[src/rtl/mem_ctrl_pkg.sv]
`default_nettype none
// ============================================================================
// Module      : mem_ctrl_pkg
// Description : Shared types and constants for the byte-serial memory
//               controller: address/word/byte types, access-size encodings,
//               FSM state encoding, and helper functions for size
//               normalisation and load extension.
// Revision    : 1.0 - initial release
// ============================================================================
package mem_ctrl_pkg;

    typedef logic [31:0] addr_t;
    typedef logic [31:0] word_t;
    typedef logic [7:0]  byte_t;

    // Access-size encodings (bytes per access).
    localparam logic [2:0] C_SIZE_BYTE = 3'd1;
    localparam logic [2:0] C_SIZE_HALF = 3'd2;
    localparam logic [2:0] C_SIZE_WORD = 3'd4;

    typedef enum logic [1:0] {
        ST_IDLE  = 2'd0,
        ST_READ  = 2'd1,
        ST_WRITE = 2'd2,
        ST_DONE  = 2'd3
    } state_t;

    // Any encoding other than byte or halfword is a full word.
    function automatic logic [2:0] size_bytes(input logic [2:0] sz);
        logic [2:0] n;
        case (sz)
            C_SIZE_BYTE: n = C_SIZE_BYTE;
            C_SIZE_HALF: n = C_SIZE_HALF;
            default:     n = C_SIZE_WORD;
        endcase
        return n;
    endfunction

    // Zero- or sign-extend a 1/2-byte load; words pass through unchanged.
    function automatic word_t load_extend(input word_t raw, input logic [2:0] nbytes,
                                          input logic sgn);
        word_t r;
        case (nbytes)
            C_SIZE_BYTE: r = {{24{sgn & raw[7]}},  raw[7:0]};
            C_SIZE_HALF: r = {{16{sgn & raw[15]}}, raw[15:0]};
            default:     r = raw;
        endcase
        return r;
    endfunction

endpackage
`default_nettype wire

[src/rtl/mem_ctrl.sv]
`default_nettype none
// ============================================================================
// Module      : mem_ctrl
// Description : Byte-serial memory controller. Accepts 1/2/4-byte loads and
//               stores and sequences them over an 8-bit memory bus, one byte
//               per cycle, little-endian. Reads are pipelined against a
//               one-cycle-latency memory (address in cycle k, data in k+1).
// Revision    : 1.0 - initial release
//
// Ports
//   clk, rst          : clock, synchronous active-high reset
//   rdy               : global stall-enable; low freezes all state
//   req_en/req_ready  : request handshake (accepted when both high)
//   req_wr            : 1=store, 0=load
//   req_addr/size     : byte address of lowest byte, size in bytes (1/2/4)
//   req_signed        : sign-extend sub-word loads
//   req_data          : store data (low bytes used)
//   done, rdata       : completion pulse and load result (held to next done)
//   mem_a/mem_dout    : memory byte address and write byte
//   mem_din           : memory read byte
//   mem_wr            : memory write strobe
// ============================================================================
module mem_ctrl
    import mem_ctrl_pkg::*;
(
    input  logic        clk,
    input  logic        rst,
    input  logic        rdy,
    input  logic        req_en,
    input  logic        req_wr,
    input  logic [31:0] req_addr,
    input  logic [2:0]  req_size,
    input  logic        req_signed,
    input  logic [31:0] req_data,
    output logic        req_ready,
    output logic        done,
    output logic [31:0] rdata,
    input  logic [7:0]  mem_din,
    output logic [7:0]  mem_dout,
    output logic [31:0] mem_a,
    output logic        mem_wr
);

    state_t      r_state;
    logic [2:0]  r_idx;      // byte index within the access (0..n on reads)
    logic [2:0]  r_n;        // normalised access size in bytes
    logic        r_signed;
    word_t       r_wdata;
    word_t       r_buf;      // load bytes assembled so far
    word_t       r_rdata;
    addr_t       r_mem_a;    // doubles as the latched access address
    byte_t       r_mem_dout;
    logic        r_mem_wr;
    logic        r_ready;
    logic        r_done;

    logic [2:0]  w_idx_nxt;
    logic [1:0]  w_cap_sel;  // byte lane receiving mem_din this cycle
    logic [1:0]  w_wr_sel;   // byte lane driven in the next write cycle
    word_t       w_buf_next;

    assign w_idx_nxt = r_idx + 3'd1;
    // Read cycle k captures byte k-1; for k=4 the 2-bit wrap gives lane 3.
    assign w_cap_sel = r_idx[1:0] - 2'd1;
    assign w_wr_sel  = r_idx[1:0] + 2'd1;

    // Buffer including the byte arriving this cycle, so the final capture
    // and the rdata update happen on the same edge.
    always_comb begin
        w_buf_next = r_buf;
        if (r_idx != 3'd0) begin
            w_buf_next[{w_cap_sel, 3'b000} +: 8] = mem_din;
        end
    end

    always_ff @(posedge clk) begin
        if (rst) begin
            r_state    <= ST_IDLE;
            r_idx      <= 3'd0;
            r_n        <= C_SIZE_WORD;
            r_signed   <= 1'b0;
            r_wdata    <= '0;
            r_buf      <= '0;
            r_rdata    <= '0;
            r_mem_a    <= '0;
            r_mem_dout <= '0;
            r_mem_wr   <= 1'b0;
            r_ready    <= 1'b1;
            r_done     <= 1'b0;
        end else if (rdy) begin
            case (r_state)
                ST_IDLE: begin
                    if (req_en) begin
                        r_mem_a  <= req_addr;
                        r_n      <= size_bytes(req_size);
                        r_signed <= req_signed;
                        r_wdata  <= req_data;
                        r_buf    <= '0;
                        r_idx    <= 3'd0;
                        r_ready  <= 1'b0;
                        if (req_wr) begin
                            r_state    <= ST_WRITE;
                            r_mem_dout <= req_data[7:0];
                            r_mem_wr   <= 1'b1;
                        end else begin
                            r_state  <= ST_READ;
                            r_mem_wr <= 1'b0;
                        end
                    end
                end

                ST_READ: begin
                    r_buf <= w_buf_next;
                    if (r_idx == r_n) begin
                        // Extra cycle: last byte lands now.
                        r_rdata <= load_extend(w_buf_next, r_n, r_signed);
                        r_state <= ST_DONE;
                        r_done  <= 1'b1;
                    end else begin
                        r_idx <= w_idx_nxt;
                        // Hold the last byte address during the extra cycle.
                        if (w_idx_nxt < r_n) begin
                            r_mem_a <= r_mem_a + 32'd1;
                        end
                    end
                end

                ST_WRITE: begin
                    if (r_idx == (r_n - 3'd1)) begin
                        r_state  <= ST_DONE;
                        r_done   <= 1'b1;
                        r_mem_wr <= 1'b0;
                    end else begin
                        r_idx      <= w_idx_nxt;
                        r_mem_a    <= r_mem_a + 32'd1;
                        r_mem_dout <= r_wdata[{w_wr_sel, 3'b000} +: 8];
                    end
                end

                ST_DONE: begin
                    r_state <= ST_IDLE;
                    r_done  <= 1'b0;
                    r_ready <= 1'b1;
                end

                default: begin
                    r_state <= ST_IDLE;
                    r_ready <= 1'b1;
                    r_done  <= 1'b0;
                end
            endcase
        end
    end

    assign req_ready = r_ready;
    assign done      = r_done;
    assign rdata     = r_rdata;
    assign mem_a     = r_mem_a;
    assign mem_dout  = r_mem_dout;
    // A stalled cycle must not write; the strobe reappears on resume.
    assign mem_wr    = r_mem_wr & rdy;

endmodule
`default_nettype wire

[config.mk]
export PLATFORM = sky130hd
export DESIGN_NAME = mem_ctrl
export DESIGN_NICKNAME = d
export VERILOG_FILES = /design/src/rtl/mem_ctrl_pkg.sv /design/src/rtl/mem_ctrl.sv
export SDC_FILE = /design/constraint.sdc
export NUM_CORES = 1
export LEC_CHECK = 0
export BUFFER_PORTS_ARGS = -buffer_cell sky130_fd_sc_hd__clkbuf_2
export CORE_UTILIZATION = 30
export CTS_CLUSTER_SIZE = 16
export DETAILED_ROUTE_END_ITERATION = 16
export GPL_ROUTABILITY_DRIVEN = 0
export PLACE_DENSITY = 0.49
export SETUP_SLACK_MARGIN = 0.1
export SKIP_LAST_GASP = 1
export SLEW_MARGIN = 25
export SYNTH_ARGS = -nofsm -noshare
export SYNTH_HDL_FRONTEND = slang
export SYNTH_SLANG_ARGS = --single-unit
[constraint.sdc]
create_clock -name clk -period 3.2 [get_ports clk]
set_input_delay 0.32 -clock clk [delete_from_list [all_inputs] [get_ports clk]]
set_output_delay 0.32 -clock clk [all_outputs]
set_load 0.02 [all_outputs]
==> impl_results.md, run 1 <==
* Crit path max-delay cell type: ha_1
* Vias in the first global route at between 6000 and 7000
* Die area at about 26000 sq um
* Max-cap violations at 0
* Hold Path Origin: req_data[15]
* Post-synthesis cell count at ~940
* Vert. Die Dim at between 150 and 200 um
* Global route overflow at 0
* Hold Worst Slack at roughly 110 ps
* # H-tree levels at 4
* EDFF count, synth at 0
* Crit path kind: flip-flop to flip-flop
* Metal2 WL at between 10000 and 15000 um
* CTS tree: built
* Fmax achieved at around 0.37 GHz
* IO Pins at approximately 160
* DP HPWL at between 15000 and 20000 um
* Worst setup SP type: flip-flop
* Maximum root-to-sink buffer count at 2
* First-pass GRT wire length at ~37000 um
* Outcome: finished, final reports clean
* Setup violators final at 0
* CP endpoint kind: flip-flop
* VDD IR max at approximately 0.30 mV
* Fill cells at about 2700
* CTS Hold Bufs at 0
* Metal3 WL at 995 um
* Drt pass-1 iters at 5
* Total leakage power at ~3.6 nW
* Hold Vio Cnt, Final at 0
* CP Max Fanout at 24
* Vias/cell at ~5.1
* Hold Path Class: input pin to flip-flop
* Register area share after synthesis at 38.6%
* # rows at between 50 and 60
* DIE WIDTH at between 150 and 200 um
* Synth Register Bits at about 150
* Critical path cell sequence: inv_1, ha_1, ha_1, nand2b_1, a21oi_1, or3_1, buf_4, a311o_1
* Pwr dens at approximately 520 nW/um^2
* Req. time, crit path at approximately 3500 ps
* Core ar. at around 25000 sq um
* Worst R2R Start: r_idx[1]$_SDFFE_PP0P_
* Clock sink count at between 100 and 150
* Fraction of layout cells with a size suffix above 1 at roughly a quarter
* Critical Path Max Stage Delay at 510 ps
* Reg clk slew, reported paths at 70 ps
* Wire per inst at between 15 and 20 um
* Final critical-path share of the clock period at approximately 85%
* Async S/R FF share, synth at 0%
* Initial antenna violation count at 2
* Routed Antenna Nets at 0
* Netlist cell types at 64
* Setup Fix Bufs, Post-CTS at 0
* Crit path DAT at around 3000 ps
* Detailed Route Iter0 Violations at ~360
* Setup TNS Final at 0 ps
* Average cell area after synthesis at 8.20 sq um
* Area growth, synth to finish at 21.6%
* Vias at approximately 7200
* Total Nets Final at between 1000 and 1500
* Max Slew Vio Count at 0
* RSZ-0062 raised after global routing: false
* Max-slew headroom at around 44%
* Metal1 wirelength at around 11000 um
* GRT Overall Usage at between 10% and 20%
* Placed cells at 1367
* Largest net degree at the start of global routing at between 70 and 80
* Drt total wl at approximately 23000 um
* Yosys warning count at 0
* Post-route minimum period at around 2700 ps
* Worst slew pin tran at roughly 840 ps
* CTS Root Cell: clkbuf_16
* Post-CTS Resized at 0
* Main synth FF type: dfxtp_1
* Clock latency on the worst-skew pair at 420 ps
* Start point of the critical path: r_idx[1]$_SDFFE_PP0P_
* Crit path top cell by count: ha_1
* Post-Syn Area at 7680 sq um
* Clock Skew at 11.9 ps
* # port buffers at around 160
* Setup ws final at slightly below 500 ps
* Setup WS pre-CTS at around 500 ps
* Layout Cells excl Fill at 1400
* DRC violations left at 0
* Post-synth net total at 1033
* CTS Buf Count at 17
* Highest routed layer: met4
* Starting density of the core at 30.6%
[final cells by class]
class | count | area, sq um | share of cell area, %
antenna | 1 | 2.50 | 0.0268
clock buffer | 20 | 467 | 5.00
clock inverter | 12 | 121 | 1.30
inverter | 22 | 82.6 | 0.884
multi-input combinational | 690 | 4320 | 46.3
sequential | 148 | 2960 | 31.7
tap | 330 | 413 | 4.42
timing repair buffer | 177 | 968 | 10.4
[report_power, final]
group	internal (W)	switching, W	leakage [nW]
Clock	0.00115	0.000847	0.288
Combinational	0.000301	0.000545	2.09
Sequential	0.00194	0.000101	1.20
Total	0.00338	0.00149	3.58
[registers in the layout, summed over array words and instances (netlist names)]
| signal | count |
|---|---|
| r_wdata | 32 |
| req_ready | 1 |
| done | 1 |
| r_state | 2 |
| rdata | 32 |
| r_signed | 1 |
| mem_dout | 8 |
| r_buf | 32 |
| r_n | 3 |
| r_mem_wr | 1 |
| mem_a | 32 |
| r_idx | 3 |
[routing by layer]
metal  track usage (%)  vias up
met4              6.48        0
met1              24.0     3393
met5                 0        -
met3              3.83       25
met2              27.9      167
li1                  -     3620
[synth_stat cells (all sizes together), types with 9 or more instances]
library cell / count / share of area (%)
dfxtp: 148 / 39
nand2: 107 / 5.3
nor2: 99 / 4.8
a21oi: 79 / 5.4
clkbuf: 57 / 2.8
nand3: 48 / 3.1
a211oi: 37 / 3.6
o21ai: 31 / 2.0
o21a: 28 / 2.7
a31oi: 26 / 2.1
nor2b: 22 / 1.8
inv: 21 / 1.0
nand2b: 21 / 1.7
mux2i: 20 / 2.6
buf: 19 / 1.6
a21boi: 16 / 1.6
ha: 16 / 2.6
and3: 14 / 1.1
nand4: 13 / 1.1
nor3: 9 / 0.65
o221a: 9 / 1.3
[critical path: cells and delay by family (launching register included)]
kind	cells	cell delay [ps]
buffers and inverters	2	340
adder cells (fa/ha/maj)	2	810
AND/OR/NAND/NOR	2	460
flip-flops	1	490
AO/OA/AOI/OAI	2	480
[through the flow]
stage,instance area [sq um],utilization (%),total power (W)
final,9340,37.2,0.00488
after global placement,8750,34.8,0.00293
after detailed placement,8750,34.8,0.00293
after floorplan,7680,-,0.00264
after global routing,9340,37.2,0.00513
after CTS,9340,37.2,0.00495
[cells by family (layout without fill, tap and decap cells)]
kind of cell | count (synthesis) | count (layout) | share of synthesized area (%)
muxes | 28 | 28 | 4.95
and+or+nand+nor | 365 | 365 | 22.7
buffers and inverters | 98 | 231 | 5.47
adders and majority gates | 16 | 16 | 2.61
DFF | 148 | 148 | 38.6
xor gates and xnor gates | 5 | 5 | 0.766
AOI/OAI and AO/OA | 276 | 276 | 24.9
other | 0 | 1 | 0
[cells in the final DEF (no fill, tap or decap), drive strengths merged, types with 6 or more instances in the layout]
cell type  instances
a21oi             79
nor2              99
a21boi            16
nor4               8
o221a              9
mux4               8
dfxtp            148
ha                16
and4               6
o21a              28
nor3               9
a22oi              7
a31oi             26
clkbuf           174
o31ai              8
buf               23
and3              14
mux2i             20
a211oi            37
nand2b            21
o21ai             31
nor2b             22
nand3             48
nand4             13
o32ai              8
clkinv             8
nand2            107
inv               24
[worst paths after layout]
kind	endpoint	slack [ps]	depth (start not counted)
max	mem_a[29]$_SDFFE_PP0P_	490	8
min	r_wdata[15]$_SDFFE_PP0P_	110	3
max reg2reg	mem_a[29]$_SDFFE_PP0P_	490	8
min reg2reg	r_wdata[21]$_SDFFE_PP0P_	450	2
(Power assumes the default switching activity.)
==> inputs of run 2 (changes only) <==
--- a/config.mk
+++ b/config.mk
@@ -10,7 +10,7 @@
 export CTS_CLUSTER_SIZE = 16
 export DETAILED_ROUTE_END_ITERATION = 16
 export GPL_ROUTABILITY_DRIVEN = 0
-export PLACE_DENSITY = 0.49
+export PLACE_DENSITY = 0.51
 export SETUP_SLACK_MARGIN = 0.1
 export SKIP_LAST_GASP = 1
 export SLEW_MARGIN = 25
==> constraint.sdc (replaced) <==
create_clock -name clk -period 2.38 [get_ports clk]
set_input_delay 0.238 -clock clk [delete_from_list [all_inputs] [get_ports clk]]
set_output_delay 0.238 -clock clk [all_outputs]
set_load 0.02 [all_outputs]
==> impl_results.md, run 2 (synthesized netlist as in run 1, its figures left out) <==
* Outcome: finished, final reports clean
* Final critical-path share of the clock period at 94.7% (+10 points)
* Area growth, synth to finish at 28.0%
* # port buffers at 155 (unchanged)
* CTS Buf Count at 17 (unchanged)
* CP Max Fanout at 12 (-50%)
* Critical Path Max Stage Delay at 480 ps (-30 ps)
* Req. time, crit path at 2660 ps (-850 ps)
* # H-tree levels at 4 (unchanged)
* Wire per inst at 16.6 um (+0.48%)
* Buf/Inv on CP at 2 (unchanged)
* Detailed Route Iter0 Violations at 394 (+8.2%)
* Critical path cell sequence: inv_1, ha_1, xnor2_1, o311ai_4, or3_4, buf_12, o21ai_0, a21oi_1
* DIE WIDTH at 162 um (unchanged)
* Crit path DAT at 2540 ps (-470 ps)
* Pwr dens at 700 nW/um^2 (+34%)
* Most frequent cells in the layout: 154 x clkbuf_2, 144 x dfxtp_1, 105 x nand2_1
* Vias in the first global route at 6937 (+1.8%)
* Fraction of layout cells with a size suffix above 1 at 27.2% (+3.9 points)
* Total leakage power at 3.82 nW (+6.5%)
* Routed Antenna Nets at 0 (unchanged)
* Placed inst area at 9060 sq um (+3.5%)
* Drt pass-1 iters at 5 (unchanged)
* Worst setup SP type: flip-flop
* Clock Skew at 18.4 ps (+6.52 ps)
* Reg area at 2970 sq um (+0.25%)
* CTS Root Cell: clkbuf_16
* Max Slew Vio Count at 0 (unchanged)
* Setup TNS Final at 0 ps (unchanged)
* Hold Worst Slack at 35.6 ps (-76.3 ps)
* Total Nets Final at 1190 (+3.2%)
* Maximum root-to-sink buffer count at 2 (unchanged)
* Placed cells at 1399 (+2.3%)
* Max-slew headroom at 53.7% (+9.5 points)
* Hold Path Class: input pin to flip-flop
* First-pass GRT wire length at 37500 um (+1.3%)
* # rows at 58 (unchanged)
* Die area at 26200 sq um (unchanged)
* Starting density of the core at 30.6% (unchanged)
* Largest net degree at the start of global routing at 137 (+90%)
* Crit path kind: flip-flop to flip-flop
* Crit path max-delay cell type: or3_4
* Footprint of the multi-input gates at 4410 sq um (+2.0%)
* Global route overflow at 0 (unchanged)
* Vias/cell at 5.14 (about the same)
* # diodes at 0 (-1)
* CTS Hold Bufs at 0 (unchanged)
* Post-route minimum period at 2250 ps (-453 ps)
* DP HPWL at 16000 um (+1.9%)
* VDD IR max at 0.399 mV (+32%)
* GRT Overall Usage at 17.9% (+0.11 points)
* CP endpoint kind: flip-flop
* Fmax achieved at 0.444 GHz (+20%)
* Max-cap violations at 0 (unchanged)
* CTS tree: built
* Drt total wl at 23800 um (+2.8%)
* Reg clk slew, reported paths at 70 ps (about the same)
* IO Pins at 156 (unchanged)
* Hold Vio Cnt, Final at 0 (unchanged)
* Vias at 7370 (+2.3%)
* Fill cells at 2721 (+0.70%)
* Initial antenna violation count at 0 (-2)
* Worst slew pin tran at 692 ps (-144 ps)
* CP delay by family, top: simple AND/OR/NAND/NOR gates
* Clock sink count at 148 (unchanged)
* RSZ-0062 raised after global routing: true
* DRC violations left at 0 (unchanged)
* Layout Cells excl Fill at 1433 (+2.4%)
* Vert. Die Dim at 162 um (unchanged)
* Leading cell type in the layout, fill and taps excluded: clkbuf_2
* Setup violators final at 0 (unchanged)
* Clock latency on the worst-skew pair at 420 ps (about the same)
* Final Instance Area at 9830 sq um (+5.2%)
* Core ar. at 25100 sq um (unchanged)
-- run 2: repair_timing --
action | in CTS | in global routing
buffers inserted | 1 | 1
resized for setup | 5 | 22
gates cloned | 0 | 3
pin swaps | 0 | 3
setup endpoints to repair | 18 | 56
-- run 2: path summary, 6_finish.rpt --
path	end	slack, ps	from	cells past startpoint
worst max-delay path	mem_a[7]$_SDFFE_PP0P_	130	r_n[0]$_SDFFE_PP0P_	8
worst min-delay path	r_wdata[23]$_SDFFE_PP0P_	40	req_data[23]	3
worst max register to register	mem_a[7]$_SDFFE_PP0P_	130	r_n[0]$_SDFFE_PP0P_	8
worst min register to register	r_wdata[6]$_SDFFE_PP0P_	450	r_wdata[6]$_SDFFE_PP0P_	2
-- run 2: power by group --
group | internal (W) | leakage (nW) | switching (W)
Sequential | 0.00261 | 1.20 | 0.000111
Clock | 0.00174 | 0.291 | 0.00111
Combinational | 0.000508 | 2.32 | 0.000804
Total | 0.00486 | 3.82 | 0.00202
-- run 2: worst min-delay path: cells and delay by family --
family / cells / cell delay (ps)
compound gates: 1 / 50
simple gates: 1 / 50
buf+inv: 1 / 80
-- run 2: area by class of cell --
type	instances	area share, %
inverters	22	0.840
repair buffers	214	13.7
multi-input cells	690	44.9
well taps	330	4.20
flip-flops and latches	148	30.2
clock buffers	17	4.33
clock inverters	12	1.83
-- run 2: layer usage --
metal  routed length [um]  up-vias  track usage (%)  share of wire [%]
li1                     -     3706                -                  -
met1                11300     3475             24.5                 48
met2                11100      169             29.2                 47
met3                 1090       20             3.32                4.6
met4                  249        0             4.07                1.0
met5                    0        -                0                  0
-- run 2: metrics by stage --
stage	power, W	utilization [%]	setup slack [ps]
after floorplan	0.00355	-	123
after global placement	0.00403	36.1	107
after detailed placement	0.00403	36.1	42.1
after CTS	0.00689	38.5	105
after global routing	0.00718	39.1	19.8
final	0.00688	39.1	127
==> inputs of run 3 (changes only) <==
--- a/config.mk
+++ b/config.mk
@@ -5,12 +5,12 @@
 export SDC_FILE = /design/constraint.sdc
 export NUM_CORES = 1
 export LEC_CHECK = 0
-export BUFFER_PORTS_ARGS = -buffer_cell sky130_fd_sc_hd__clkbuf_2
 export CORE_UTILIZATION = 30
 export CTS_CLUSTER_SIZE = 16
 export DETAILED_ROUTE_END_ITERATION = 16
+export DONT_BUFFER_PORTS = 1
 export GPL_ROUTABILITY_DRIVEN = 0
-export PLACE_DENSITY = 0.51
+export PLACE_DENSITY = 0.45
 export SETUP_SLACK_MARGIN = 0.1
 export SKIP_LAST_GASP = 1
 export SLEW_MARGIN = 25
==> impl_results.md, run 3 (synthesized netlist as in run 1, its figures left out) <==
* Fraction of layout cells with a size suffix above 1 at 16.7% (-11 points)
* Layer with the highest usage: met2
* Worst setup SP type: flip-flop
* Met1 Track Usage GR at 23.6% (-0.94 points)
* IO Pins at 156 (unchanged)
* Setup WS pre-CTS at 58.2 ps (+16.1 ps)
* Vias at 7084 (-3.9%)
* Clock power frac at 40.2% (-1.2 points)
* Final Instance Area at 9580 sq um (-2.5%)
* Largest net degree at the start of global routing at 105 (-23%)
* Max-slew headroom at 68.9% (+15 points)
* # rows at 58 (unchanged)
* Hold Path Class: input pin to flip-flop
* Leading cell type in the layout, fill and taps excluded: dfxtp_1
* Area growth, synth to finish at 24.8%
* Starting density of the core at 30.6% (unchanged)
* Req. time, crit path at 2680 ps (+20 ps)
* Comb pwr share at 18.6% (-0.5 points)
* # port buffers at 0 (-100%)
* Hold Vio Cnt, Final at 0 (unchanged)
* Clock Skew at 14.3 ps (-4.10 ps)
* Clock sink count at 148 (unchanged)
* Max-cap violations at 0 (unchanged)
* Start point of the critical path: r_idx[0]$_SDFFE_PP0P_
* Detailed Route Iter0 Violations at 374 (-5.1%)
* Reg area at 2970 sq um (+0.13%)
* Setup ws final at 197 ps (+69.6 ps)
* Die area at 26200 sq um (unchanged)
* Placed cells at 1269 (-9.3%)
* Routed Antenna Nets at 0 (unchanged)
* Total leakage power at 3.48 nW (-8.8%)
* Reg clk slew, reported paths at 70 ps (about the same)
* Vert. Die Dim at 162 um (unchanged)
* CTS tree: built
* DP HPWL at 16200 um (+0.69%)
* Register share of total power at 41.3% (+1.8 points)
* Psw at 0.00200 W (-0.87%)
* DIE WIDTH at 162 um (unchanged)
* Initial antenna violation count at 0 (unchanged)
* GR Util met3 at 5.36% (+2.0 points)
* Global route overflow at 0 (unchanged)
* CP Max Fanout at 23 (+11)
* # diodes at 0 (unchanged)
* Wire per inst at 18.1 um (+9.3%)
* Sw Ratio at 30.2% (+0.81 points)
* Final critical-path share of the clock period at 91.7% (-2.9 points)
* Placed inst area at 8480 sq um (-6.4%)
* Drt total wl at 24400 um (+2.5%)
* DRC violations left at 0 (unchanged)
* RSZ-0062 raised after global routing: true
* M2 GR Usage at 30.2% (+0.98 points)
* First-pass GRT wire length at 38200 um (+1.8%)
* Total Nets Final at 1099 (-7.6%)
* CP endpoint kind: flip-flop
* Fmax achieved at 0.458 GHz (+3.2%)
* Setup violators final at 0 (unchanged)
* Core ar. at 25100 sq um (unchanged)
* Footprint of the multi-input gates at 4410 sq um (about the same)
* CTS Buf Count at 17 (unchanged)
* Crit path DAT at 2480 ps (-60 ps)
* Worst slew pin tran at 466 ps (-226 ps)
* Fill cells at 2675 (-1.7%)
* Layout Cells excl Fill at 1344 (-6.2%)
* CTS Root Cell: clkbuf_16
* Vias in the first global route at 7014 (+1.1%)
* Clock latency on the worst-skew pair at 430 ps (about the same)
* Outcome: finished, final reports clean
* Hold Path Origin: req_addr[23]
* Crit path kind: flip-flop to flip-flop
* Worst R2R Start: r_idx[0]$_SDFFE_PP0P_
* VDD IR max at 0.392 mV (-1.7%)
* # H-tree levels at 4 (unchanged)
* Internal Pwr Total at 0.00463 W (-4.6%)
* Setup TNS Final at 0 ps (unchanged)
* Max Slew Vio Count at 0 (unchanged)
* Drt pass-1 iters at 4 (-1)
* Vias/cell at 5.27 (+2.5%)
* Most frequent cells in the layout: 143 x dfxtp_1, 105 x nand2_1, 99 x nor2_1
* Pwr dens at 692 nW/um^2 (-1.0%)
* Post-route minimum period at 2180 ps (-69.6 ps)
* GRT Overall Usage at 18.6% (+0.64 points)
* Maximum root-to-sink buffer count at 2 (unchanged)
==> run 3: changes by cell type in the layout (fill, tap and decap cells not counted), moves of 3 or more <==
cell           previous run  this run
clkbuf_2                154         0
buf_4                    50        74
o21ai_0                  18        23
o21ai_2                   4         1
dlygate4sd3_1             0        40
==> run 3: repair_timing <==
action	in CTS	in global routing
endpoints found under the hold margin	136	0
hold buffers	41	0
setup endpoints to repair	19	46
pin swaps	0	1
gates resized for setup	3	21
setup buffers	0	3
==> run 3: cell type report <==
type | count | share of cell area (%)
repair buffers | 123 | 11.8
multi-input cells | 690 | 46.0
well taps | 330 | 4.31
inverters | 22 | 0.862
clock inverters | 12 | 1.41
flip-flops and latches | 148 | 31.0
clock buffers | 19 | 4.52
==> run 3: worst paths after layout <==
check | to | slack (ps) | depth (start not counted)
max | mem_a[7]$_SDFFE_PP0P_ | 200 | 9
min | mem_a[23]$_SDFFE_PP0P_ | 20 | 2
max reg2reg | mem_a[7]$_SDFFE_PP0P_ | 200 | 9
min reg2reg | r_wdata[23]$_SDFFE_PP0P_ | 450 | 2
==> run 3: stage by stage <==
stage | util (%) | hold WS [ps] | power, W
floorplan | - | 374 | 0.00355
global placement | 33.8 | 326 | 0.00391
detailed placement | 33.8 | 329 | 0.00391
CTS | 37.8 | 2.10 | 0.00669
global route | 38.2 | 9.72 | 0.00694
finish | 38.2 | 23.3 | 0.00663
==> run 3: per-layer routing <==
metal,routed length [um],vias to the layer above,share of wire (%)
li1,-,3522,-
met1,10800,3342,44
met2,11500,200,47
met3,1660,20,6.8
met4,390,0,1.6
met5,0,-,0
==> run 3: power by group through the flow <==
stage	sequential, W	combinational [W]	clock (W)
after floorplan	0.00285	0.000702	0
after global placement	0.00279	0.00112	0
after detailed placement	0.00279	0.00112	0
after global routing	0.00275	0.00135	0.00284
final	0.00274	0.00123	0.00267
after CTS	0.00274	0.00122	0.00273
==> run 3: worst max-delay path: stages (launching register included) <==
cell and delay (ps):
dfxtp_4 360, ha_2 190, xor2_2 150, ha_1 280, o21ai_1 160, a21oi_2 70, or3_4 410, buf_12 180
o21ai_0 180, a21oi_1 80
